**config.mk**
```make
export PLATFORM = sky130hd
export DESIGN_NAME = operand_fetch
export DESIGN_NICKNAME = d
export VERILOG_FILES = /design/src/rtl/operand_fetch_pkg.sv /design/src/rtl/operand_fetch_scoreboard.sv /design/src/rtl/operand_fetch.sv
export SDC_FILE = /design/constraint.sdc
export NUM_CORES = 1
export LEC_CHECK = 0
export BUFFER_PORTS_ARGS = -buffer_cell sky130_fd_sc_hd__buf_4
export CAP_MARGIN = 0
export CORE_MARGIN = 8
export CORE_UTILIZATION = 53
export DETAILED_ROUTE_END_ITERATION = 7
export MAX_ROUTING_LAYER = met4
export PLACE_DENSITY = 0.87
export SLEW_MARGIN = 20
export SYNTH_ARGS = -nofsm -noshare
export SYNTH_HDL_FRONTEND = slang
export SYNTH_SLANG_ARGS = --single-unit
```
**constraint.sdc**
```tcl
create_clock -name clk -period 6.3 [get_ports clk]
set_input_delay 0.315 -clock clk [delete_from_list [all_inputs] [get_ports clk]]
set_output_delay 0.315 -clock clk [all_outputs]
set_load 0.01 [all_outputs]
```
**src/rtl/operand_fetch_pkg.sv**
```systemverilog
// ---------------------------------------------------------------------------
// operand_fetch_pkg
//
// Shared core definitions for the operand fetch stage: datapath widths, the
// operand bundle carried from fetch to execute, and the operand select helper.
//
// Configuration macro: OPFETCH_BYPASS_EN
//   defined   -> a writeback landing in the same cycle as an issue satisfies
//                a pending source and its data is forwarded to the operand.
//   undefined -> a pending source stalls through its writeback cycle and the
//                operand is always taken from the register file.
// ---------------------------------------------------------------------------
package operand_fetch_pkg;

  localparam int XLEN      = 32;
  localparam int REG_IDX_W = 5;
  localparam int NUM_REGS  = 32;

`ifdef OPFETCH_BYPASS_EN
  localparam bit BYPASS_EN = 1'b1;
`else
  localparam bit BYPASS_EN = 1'b0;
`endif

  // Everything the execute stage needs from one issued instruction.
  typedef struct packed {
    logic [XLEN-1:0]      rs1_data;
    logic [XLEN-1:0]      rs2_data;
    logic [REG_IDX_W-1:0] rd_index;
    logic                 rd_wen;
    logic [XLEN-1:0]      pc;
  } operand_bundle_t;

  // True when a writeback this cycle targets a real register equal to idx and
  // forwarding is compiled in. Register 0 never forwards.
  function automatic logic wb_hit(
    input logic [REG_IDX_W-1:0] idx,
    input logic                 wb_en,
    input logic [REG_IDX_W-1:0] wb_idx
  );
    return BYPASS_EN && wb_en && (wb_idx == idx) && (idx != '0);
  endfunction

  // Operand selection: x0 reads as zero, a same-cycle writeback wins over the
  // register file (only when forwarding is compiled in), else register file.
  function automatic logic [XLEN-1:0] select_operand(
    input logic [REG_IDX_W-1:0] idx,
    input logic                 wb_en,
    input logic [REG_IDX_W-1:0] wb_idx,
    input logic [XLEN-1:0]      wb_data,
    input logic [XLEN-1:0]      rf_data
  );
    logic [XLEN-1:0] result;
    if (idx == '0)
      result = '0;
    else if (wb_hit(idx, wb_en, wb_idx))
      result = wb_data;
    else
      result = rf_data;
    return result;
  endfunction

endpackage

```
**src/rtl/operand_fetch_scoreboard.sv**
```systemverilog
// ---------------------------------------------------------------------------
// op_scoreboard
//
// Tracks which architectural registers have a write outstanding and reports
// whether the instruction presented for issue must wait.
// Honours OPFETCH_BYPASS_EN through operand_fetch_pkg::BYPASS_EN.
//
// Ports
//   clk, rst                 clock, asynchronous active-low reset
//   in_valid                 an instruction is presented for issue
//   rs1_index, rs2_index     its source registers
//   rd_index, rd_wen         its destination and whether it writes it
//   wb_en, wb_rd_index       writeback retiring a destination this cycle
//   set_en, set_index        mark a destination pending (issue accepted)
//   drop_en, drop_index      release a destination of a flushed entry
//   hazard                   issue must not be accepted this cycle
//   pend                     current pending mask (bit 0 always 0)
// ---------------------------------------------------------------------------
module op_scoreboard
  import operand_fetch_pkg::*;
(
  input  logic                 clk,
  input  logic                 rst,
  input  logic                 in_valid,
  input  logic [REG_IDX_W-1:0] rs1_index,
  input  logic [REG_IDX_W-1:0] rs2_index,
  input  logic [REG_IDX_W-1:0] rd_index,
  input  logic                 rd_wen,
  input  logic                 wb_en,
  input  logic [REG_IDX_W-1:0] wb_rd_index,
  input  logic                 set_en,
  input  logic [REG_IDX_W-1:0] set_index,
  input  logic                 drop_en,
  input  logic [REG_IDX_W-1:0] drop_index,
  output logic                 hazard,
  output logic [NUM_REGS-1:0]  pend
);

  logic [NUM_REGS-1:0] pend_q;
  logic [NUM_REGS-1:0] pend_d;
  logic                rs1_busy;
  logic                rs2_busy;
  logic                rd_busy;

  // A source pending only on the writeback happening right now is already
  // satisfied when forwarding exists. The destination check is never masked:
  // a write-after-write must wait for the older write to retire first.
  always_comb begin
    rs1_busy = pend_q[rs1_index] && !wb_hit(rs1_index, wb_en, wb_rd_index);
    rs2_busy = pend_q[rs2_index] && !wb_hit(rs2_index, wb_en, wb_rd_index);
    rd_busy  = rd_wen && pend_q[rd_index];
    hazard   = in_valid && (rs1_busy || rs2_busy || rd_busy);
  end

  // Clears are applied before the set so that a register retired and
  // re-issued in the same cycle stays pending for its new owner.
  always_comb begin
    pend_d = pend_q;
    if (wb_en && (wb_rd_index != '0))
      pend_d[wb_rd_index] = 1'b0;
    if (drop_en && (drop_index != '0))
      pend_d[drop_index] = 1'b0;
    if (set_en && (set_index != '0))
      pend_d[set_index] = 1'b1;
    pend_d[0] = 1'b0;
  end

  always_ff @(posedge clk or negedge rst) begin
    if (!rst)
      pend_q <= '0;
    else
      pend_q <= pend_d;
  end

  assign pend = pend_q;

endmodule

```
**src/rtl/operand_fetch.sv**
```systemverilog
// ---------------------------------------------------------------------------
// operand_fetch
//
// Issue-side operand fetch stage. Reads source operands from a combinational
// register file, forwards same-cycle writebacks (optional), stalls on
// outstanding register writes and holds one operand bundle for execute behind
// a valid/ready handshake.
// Configuration macro: OPFETCH_BYPASS_EN (see operand_fetch_pkg).
//
// Ports
//   clk, rst                         clock, asynchronous active-low reset
//   in_valid / in_ready              issue handshake
//   in_rs1_index, in_rs2_index       source registers
//   in_rd_index, in_rd_wen           destination and write flag
//   in_pc                            instruction address
//   rf_rs1_index, rf_rs2_index       register file read indices
//   rf_rs1_data, rf_rs2_data         register file read data (same cycle)
//   wb_en, wb_rd_index, wb_data      writeback, coincident with the rf write
//   out_valid / out_ready            execute handshake
//   out_rs1_data, out_rs2_data       fetched operands
//   out_rd_index, out_rd_wen, out_pc carried instruction fields
//   flush                            drop the held entry, block issue
// ---------------------------------------------------------------------------
module operand_fetch
  import operand_fetch_pkg::*;
(
  input  logic                 clk,
  input  logic                 rst,
  input  logic                 in_valid,
  output logic                 in_ready,
  input  logic [REG_IDX_W-1:0] in_rs1_index,
  input  logic [REG_IDX_W-1:0] in_rs2_index,
  input  logic [REG_IDX_W-1:0] in_rd_index,
  input  logic                 in_rd_wen,
  input  logic [XLEN-1:0]      in_pc,
  output logic [REG_IDX_W-1:0] rf_rs1_index,
  output logic [REG_IDX_W-1:0] rf_rs2_index,
  input  logic [XLEN-1:0]      rf_rs1_data,
  input  logic [XLEN-1:0]      rf_rs2_data,
  input  logic                 wb_en,
  input  logic [REG_IDX_W-1:0] wb_rd_index,
  input  logic [XLEN-1:0]      wb_data,
  output logic                 out_valid,
  input  logic                 out_ready,
  output logic [XLEN-1:0]      out_rs1_data,
  output logic [XLEN-1:0]      out_rs2_data,
  output logic [REG_IDX_W-1:0] out_rd_index,
  output logic                 out_rd_wen,
  output logic [XLEN-1:0]      out_pc,
  input  logic                 flush
);

  logic                out_valid_q;
  operand_bundle_t     out_q;
  operand_bundle_t     next_bundle;
  logic                hazard;
  logic                accept;
  logic                drop_en;
  logic [NUM_REGS-1:0] pend;

  assign rf_rs1_index = in_rs1_index;
  assign rf_rs2_index = in_rs2_index;

  // The output slot frees up either because it is empty or because execute
  // takes it this cycle; a flush always blocks issue for its cycle.
  assign in_ready = !flush && !hazard && (!out_valid_q || out_ready);
  assign accept   = in_valid && in_ready;

  // A flushed entry never reaches writeback, so its destination must be
  // released here or later readers of that register would stall forever.
  assign drop_en = flush && out_valid_q && out_q.rd_wen;

  op_scoreboard u_scoreboard (
    .clk         (clk),
    .rst         (rst),
    .in_valid    (in_valid),
    .rs1_index   (in_rs1_index),
    .rs2_index   (in_rs2_index),
    .rd_index    (in_rd_index),
    .rd_wen      (in_rd_wen),
    .wb_en       (wb_en),
    .wb_rd_index (wb_rd_index),
    .set_en      (accept && in_rd_wen),
    .set_index   (in_rd_index),
    .drop_en     (drop_en),
    .drop_index  (out_q.rd_index),
    .hazard      (hazard),
    .pend        (pend)
  );

  always_comb begin
    next_bundle.rs1_data = select_operand(in_rs1_index, wb_en, wb_rd_index,
                                          wb_data, rf_rs1_data);
    next_bundle.rs2_data = select_operand(in_rs2_index, wb_en, wb_rd_index,
                                          wb_data, rf_rs2_data);
    next_bundle.rd_index = in_rd_index;
    next_bundle.rd_wen   = in_rd_wen;
    next_bundle.pc       = in_pc;
  end

  // Payload only changes on accept, so it stays frozen while execute stalls.
  // A new accept in the same cycle as a drain simply replaces the entry.
  always_ff @(posedge clk or negedge rst) begin
    if (!rst) begin
      out_valid_q <= 1'b0;
      out_q       <= '0;
    end else if (accept) begin
      out_valid_q <= 1'b1;
      out_q       <= next_bundle;
    end else if (flush || out_ready) begin
      out_valid_q <= 1'b0;
    end
  end

  assign out_valid    = out_valid_q;
  assign out_rs1_data = out_q.rs1_data;
  assign out_rs2_data = out_q.rs2_data;
  assign out_rd_index = out_q.rd_index;
  assign out_rd_wen   = out_q.rd_wen;
  assign out_pc       = out_q.pc;

endmodule

```
==> flow_summary_export.csv, run 1 <==
group,metric,value,unit
timing,slew_violations,0,
clock_tree,cts.clk_slew.worst_paths,0.06,ns
power_and_ir_drop,p_sw,0.000953,W
synth,synthTopCellsByArea,"dfrtp_1 48%, mux2_2 7.6%, o21ai_0 7.0%",
clock_tree,cts_tree,"yes",
timing,skew,0.00932,ns
critical_path,r2r_cells,6,
layout,drive_gt1_share,42.9,%
synth,synth_most_common_cell,"dfrtp_1",
floorplan,initial_core_util,53.6,%
drt,drt-total-wl,21.3,mm
worst_hold_path,min_from,"flush",
place,io_buffers,236,
global_routing,antenna_found_initial,0,
synth,synth_common_cells,"134 x dfrtp_1, 97 x o21ai_0, 78 x nand2_1",
status,status,"completed",
run,drv_cap,0,
critical_path,path_class,"flop to output pin",
drt,drcViolationCount,0,
power_and_ir_drop,combPwrFrac,29.1,%
layout,nFillCells,989,
critical_path,cp.depth,8,
synth,syn_nets,819,
critical_path,r2r-start,"u_scoreboard.pend[23]$_DFF_PN0_",
synth,ys_seq_area_share,48.0,%
floorplan,core_area,13000,um^2
layout,layout.nets,1011,
synth,synth-main-ff-cell,"dfrtp_1",
timing,max_slew_margin,22.3,%
critical_path,cp-end-kind,"output pin",
synth,synth_xor_xnor_area_share,0,%
critical_path,r2r-end,"out_pc[13]$_DFFE_PN0P_",
place,hpwl,14.9,mm
critical_path,cp.arrival,3.58,ns
power_and_ir_drop,p_int,0.00213,W
clock_tree,postCtsSetupBuffers,0,
power_and_ir_drop,p_leak,4.33,nW
synth,synth_compound_area_share,21.7,%
timing,fin_crit_sh,61.8,%
critical_path,path_buf_inv,3,
floorplan,die_h,131,um
power_and_ir_drop,power.density,332,nW/um^2
timing,period_needed,3.89,ns
layout,area_growth,32.8,%
synth,muxShareOfSynthArea,14.7,%
critical_path,critical_path.top_delay_family,"buffers and inverters",
global_routing,grt_overflow,0,
drt,vias,6361,
drt,routedWlPerCell,20.4,um
synth,synth_top_area_share,48.0,%
timing,rsz0062_at_grt,"no",
power_and_ir_drop,p_clk_share,32.2,%
drt,firstDrtPassIters,7,
clock_tree,h-tree-depth,4,
global_routing,grt_pass1_vias,6344,
synth,syn_avg_cell_area,10.5,um^2
worst_hold_path,hold_path_class,"input port to flop",
critical_path,ff2ff_setup_slack,2.86,ns
synth,syn-instance-count,664,
synth,synth_edf_count,0,
critical_path,path_max_fanout,70,
floorplan,ios,269,
clock_tree,ctsResizeCount,0,
synth,syn-cell-area,6980,um^2
drt,via_per_inst,6.09,
worst_hold_path,holdPathEnd,"out_valid$_DFFE_PN0P_",
synth,async_flop_share,100,%
drt,drtIter0Drc,577,
global_routing,grt_first_pass_wirelength,32.7,mm
critical_path,path_cells,"mux4_2 > a22o_1 > a2111oi_2 > nand4_1 > buf_4 > buf_4 > a21oi_1 > buf_4",
timing,finalSetupTns,0,ns
timing,setup_viol,0,
worst_hold_path,hold_depth,2,
layout,diodes,0,
power_and_ir_drop,p_sw_share,30.9,%
synth,yosysUniqueCellTypes,42,
critical_path,crit_top_cell,"buf_4",
critical_path,slowest_stage,"mux4_2",
timing,finalHoldViolCount,0,
drt,ant_nets,0,
critical_path,worst_setup_path_start_kind,"flop",
clock_tree,cts_sinks,134,
clock_tree,root_buffer,"clkbuf_16",
power_and_ir_drop,pwr-share-seq,38.7,%
power_and_ir_drop,power,0.00308,W
synth,synth_area_leader_cell,"dfrtp_1",
power_and_ir_drop,peakVddDrop,0.000219,V
synth,yosysWarnings,0,
floorplan,die_area,17100,um^2
clock_tree,cts_made_buffers,17,
synth,post_synth_and_or_nand_nor_area_fraction,10.4,%
critical_path,cp_slowest_stage_delay,0.48,ns
place,gp_congestion,0.953,
clock_tree,ctsHoldBuffers,1,
synth,synth_top_family_by_area,"compound AO/OA/AOI/OAI gates",
floorplan,fp.dieW,131,um
timing,fmaxAchievable,0.257,GHz
clock_tree,insertion_delay,0.42,ns
global_routing,grt_usage,25.3,%
floorplan,fp-row-count,42,
critical_path,crit_start,"u_scoreboard.pend[23]$_DFF_PN0_",
synth,ys_ff_latch,134,
clock_tree,cts_buffer_depth,2,
synth,synthAdderAreaFrac,0,%
critical_path,cp.required,5.98,ns
global_routing,grt_max_degree,130,
timing,tightest_slew,1.16,ns
-- power groups by stage --
stage,Sequential (W),Combinational [W],Clock (W)
2_1_floorplan,0.00125,0.000374,0
3_3_place_gp,0.00119,0.000880,0
3_5_place_dp,0.00120,0.000900,0
4_1_cts,0.00119,0.000904,0.00101
5_1_grt,0.00122,0.000971,0.00104
6_report,0.00119,0.000898,0.000991
-- registers in the layout, summed over array words and instances (netlist names) --
name / cells
out_pc: 32
out_rd_index: 5
out_rd_wen: 1
out_rs1_data: 32
out_rs2_data: 32
out_valid: 1
u_scoreboard.pend: 31
-- per-stage QoR --
step | cells | setup slack [ns] | hold WS (ns) | util (%) | instance area [um^2]
floorplan | 664 | 3.57 | 0.0194 | - | 6980
global placement | 1012 | 2.72 | 0.337 | 66.4 | 8660
detailed placement | 1012 | 2.75 | 0.337 | 66.5 | 8660
CTS | 1045 | 2.39 | 0.0955 | 71.1 | 9260
global route | 1045 | 2.22 | 0.111 | 71.1 | 9270
finish | 1045 | 2.41 | 0.116 | 71.1 | 9270
-- area by class of cell --
cell class                      instances  area (um^2)  share of cell area, %
Clock buffer                           21          470                   5.08
Clock inverter                         11          121                   1.31
Inverter                                3         11.3                  0.121
Multi-Input combinational cell        459         3270                   35.3
Sequential cell                       134         3350                   36.2
Tap cell                              176          220                   2.38
Timing Repair Buffer                  241         1820                   19.6
-- per-layer routing --
| layer | GRT usage (%) | part of all wire, % |
|---|---|---|
| met3 | 5.88 | 9.1 |
| met5 | - | 0 |
| met4 | 11.3 | 2.5 |
| met1 | 31.8 | 40 |
| met2 | 38.7 | 49 |
-- cells by family after synthesis --
family | count (synthesis)
AO/OA/AOI/OAI | 238
buffers and inverters | 71
flip-flops | 134
multiplexers | 74
AND/OR/NAND/NOR | 147
-- how the worst max path moves through the flow --
| stage | end | slack [ns] |
|---|---|---|
| final | in_ready | 2.41 |
| after global routing | in_ready | 2.22 |
| after CTS | in_ready | 2.39 |
| after detailed placement | in_ready | 2.75 |
| after global placement | in_ready | 2.72 |
| after floorplan | in_ready | 3.57 |
-- layout by cell type (no fill, tap or decap), drive strengths merged, types with 4 or more instances in the layout --
| cell | n |
|---|---|
| clkinv | 4 |
| o21ai | 97 |
| inv | 6 |
| nor3b | 6 |
| a31o | 31 |
| nand2 | 78 |
| a21oi | 31 |
| mux2 | 47 |
| nand3 | 9 |
| dfrtp | 134 |
| nand3b | 11 |
| buf | 240 |
| mux2i | 9 |
| o31ai | 64 |
| nor3 | 6 |
| nor2b | 8 |
| nor2 | 12 |
| mux4 | 18 |
| clkbuf | 21 |
Power figures use the tool's default switching activity.
==> run 2: changes to the inputs <==
ABC_AREA = 1   (was not set)
CORE_UTILIZATION = 45   (was 53)
PLACE_DENSITY = 0.78   (was 0.87)
clock period = 3.45 ns   (was 6.3 ns; I/O delays follow)
==> flow_summary_export.csv, run 2 <==
group,metric,value,unit
status,status,"completed",
clock_tree,cts.clk_slew.worst_paths,0.06,ns
critical_path,path_max_fanout,48,
drt,m1WireLength,9.88,mm
synth,synth_most_common_cell,"nand2_1",
drt,drcViolationCount,0,
floorplan,fp.dieW,141,um
place,gp_congestion,0.951,
timing,finalSetupTns,0,ns
critical_path,crit_top_cell,"nand2_1",
layout,final_cell_mix,"388 x nand2_1, 243 x buf_4, 134 x dfrtp_1, 92 x nand3_1, 72 x inv_1",
global_routing,grt_usage,25.9,%
layout,regArea,3350,um^2
power_and_ir_drop,p_sw_share,34.0,%
critical_path,cp-end-kind,"flop",
critical_path,path_class,"flop to flop",
synth,synth_top_area_share,47.8,%
timing,tightest_slew,1.14,ns
critical_path,cp.required,3.80,ns
clock_tree,cts_sinks,134,
timing,finalHoldViolCount,0,
global_routing,grt_first_pass_wirelength,39.2,mm
timing,fin_crit_sh,67.4,%
synth,synth_edf_count,0,
drt,drtIter0Drc,476,
run,drv_cap,0,
power_and_ir_drop,p_sw,0.00216,W
clock_tree,h-tree-depth,4,
drt,routedWlPerCell,17.8,um
power_and_ir_drop,p_int,0.00418,W
power_and_ir_drop,combPwrFrac,33.1,%
layout,drive_gt1_share,23.4,%
synth,syn-cell-area,7010,um^2
clock_tree,postCtsSetupBuffers,0,
clock_tree,insertion_delay,0.42,ns
timing,max_slew_margin,23.4,%
synth,ys_seq_area_share,47.8,%
clock_tree,cts_made_buffers,17,
timing,period_needed,2.33,ns
clock_tree,root_buffer,"clkbuf_16",
timing,layout_setup_ws,1.12,ns
critical_path,cp_slowest_stage_delay,0.37,ns
drt,firstDrtPassIters,6,
layout,area_growth,38.2,%
synth,async_flop_share,100,%
timing,fmaxAchievable,0.430,GHz
floorplan,initial_core_util,46.1,%
layout,nFillCells,1314,
drt,route.met3.wl,2.31,mm
floorplan,core_area,15200,um^2
power_and_ir_drop,peakVddDrop,0.000431,V
layout,layout.nets,1361,
synth,ys_ff_latch,134,
timing,setup_viol,0,
timing,skew,0.0130,ns
global_routing,antenna_found_initial,0,
global_routing,grt_max_degree,99,
synth,synthTopCellsByArea,"dfrtp_1 48%, nand2_1 21%, nand3_1 6.6%",
layout,multi_input_area,3010,um^2
layout,final_common_cell,"nand2_1",
synth,synth-main-ff-cell,"dfrtp_1",
drt,drt-total-wl,25.1,mm
drt,route.met2.wl,11.9,mm
worst_hold_path,hold_path_class,"input port to flop",
power_and_ir_drop,p_clk_share,29.0,%
drt,via_per_inst,5.26,
floorplan,fp-row-count,45,
power_and_ir_drop,power.density,654,nW/um^2
drt,ant_nets,0,
critical_path,worst_setup_path_start_kind,"flop",
synth,synth_area_leader_cell,"dfrtp_1",
floorplan,die_h,141,um
place,pre_cts_ws,0.939,ns
critical_path,path_cells,"inv_1 > nand2_1 > nand3_1 > nand2_1 > nand2_1 > nand2_1 > nand2_1 > nand2_1 > inv_1 > nand2_1 > nor2_4 > nand4_4 > buf_4 > inv_4 > nand2_1 > nand2_1",
drt,vias,7408,
timing,rsz0062_at_grt,"no",
clock_tree,cts_buffer_depth,2,
synth,yosysUniqueCellTypes,24,
floorplan,die_area,19800,um^2
synth,syn-instance-count,962,
critical_path,cp.arrival,2.67,ns
power_and_ir_drop,pwr-share-seq,37.9,%
synth,syn_avg_cell_area,7.29,um^2
global_routing,grt_pass1_vias,7526,
place,hpwl,17.8,mm
critical_path,slowest_stage,"dfrtp_1",
floorplan,ios,269,
global_routing,grt_overflow,0,
power_and_ir_drop,p_leak,5.21,nW
place,io_buffers,236,
clock_tree,cts_tree,"yes",
timing,slew_violations,0,
synth,syn_nets,1117,
drt,highest_layer,"met4",
synth,synth_common_cells,"388 x nand2_1, 134 x dfrtp_1, 92 x nand3_1",
synth,yosysWarnings,0,
-- run 2: changes by cell type after synthesis, sizes merged, moves of 13 or more --
cell,change
clkbuf,-31
buf,+18
mux2,-47
a31o,-31
nor2,+34
o31ai,-64
mux4,-18
inv,+73
nand2,+311
nand3,+83
nor3,+13
-- run 2: critical path: cells and delay by family, from the launching register on --
kind | cells | cell delay [ns]
simple gates | 12 | 1.04
buf+inv | 4 | 0.82
flops | 1 | 0.37
-- run 2: power by group through the flow --
| stage | combinational, W | sequential (W) | clock (W) |
|---|---|---|---|
| 3_3_place_gp | 0.00201 | 0.00238 | 0 |
| 2_1_floorplan | 0.000756 | 0.00256 | 0 |
| 6_report | 0.00210 | 0.00240 | 0.00184 |
| 3_5_place_dp | 0.00206 | 0.00239 | 0 |
| 5_1_grt | 0.00230 | 0.00246 | 0.00193 |
| 4_1_cts | 0.00209 | 0.00239 | 0.00185 |
-- run 2: what timing repair did --
action                    4_1_cts  5_1_grt
hold buffers                   35        1
hold endpoints to repair      130        1
resized for setup               0        0
-- run 2: layout make-up --
class	count	share of cell area, %
Sequential cell	134	34.6
Clock inverter	10	1.23
Timing Repair Buffer	280	22.7
Multi-Input combinational cell	697	31.1
Inverter	76	2.97
Clock buffer	22	5.00
Tap cell	188	2.43
Antenna cell	1	0.0258
-- run 2: per-layer routing --
metal | vias up | global-route usage, %
li1 | 3558 | -
met1 | 3434 | 28.8
met2 | 348 | 41.4
met3 | 68 | 8.81
met4 | 0 | 12.2
met5 | - | -
-- run 2: through the flow --
step	hold WS, ns	cell area, um^2	total power (W)	std cells	utilization, %
2_1_floorplan	-0.123	7010	0.00331	962	-
3_3_place_gp	0.333	8720	0.00440	1339	57.3
3_5_place_dp	0.333	8720	0.00445	1339	57.3
4_1_cts	0.000528	9670	0.00632	1406	63.6
5_1_grt	0.00253	9680	0.00669	1407	63.7
6_report	0.00890	9690	0.00634	1408	63.7
-- run 2: cell families (layout without fill, tap and decap cells) --
logic type | Yosys count | after routing | share of synthesized area [%]
and+or+nand+nor | 550 | 550 | 32.1
DFF | 134 | 134 | 47.8
buffers and inverters | 131 | 388 | 9.33
other | 0 | 1 | 0
AOI/OAI and AO/OA | 147 | 147 | 10.8
-- run 2: worst paths after layout --
check	startpoint	to	slack, ns	depth (start not counted)
worst max-delay path	u_scoreboard.pend[7]$_DFF_PN0_	out_pc[30]$_DFFE_PN0P_	1.12	16
worst min-delay path	rf_rs1_data[12]	out_rs1_data[12]$_DFFE_PN0P_	0.009	3
worst max register to register	u_scoreboard.pend[7]$_DFF_PN0_	out_pc[30]$_DFFE_PN0P_	1.12	16
worst min register to register	out_pc[10]$_DFFE_PN0P_	out_pc[10]$_DFFE_PN0P_	0.48	2
max in group asynchronous	rst	out_rs1_data[26]$_DFFE_PN0P_	2.19	3
min in group asynchronous	rst	out_pc[13]$_DFFE_PN0P_	0.40	2
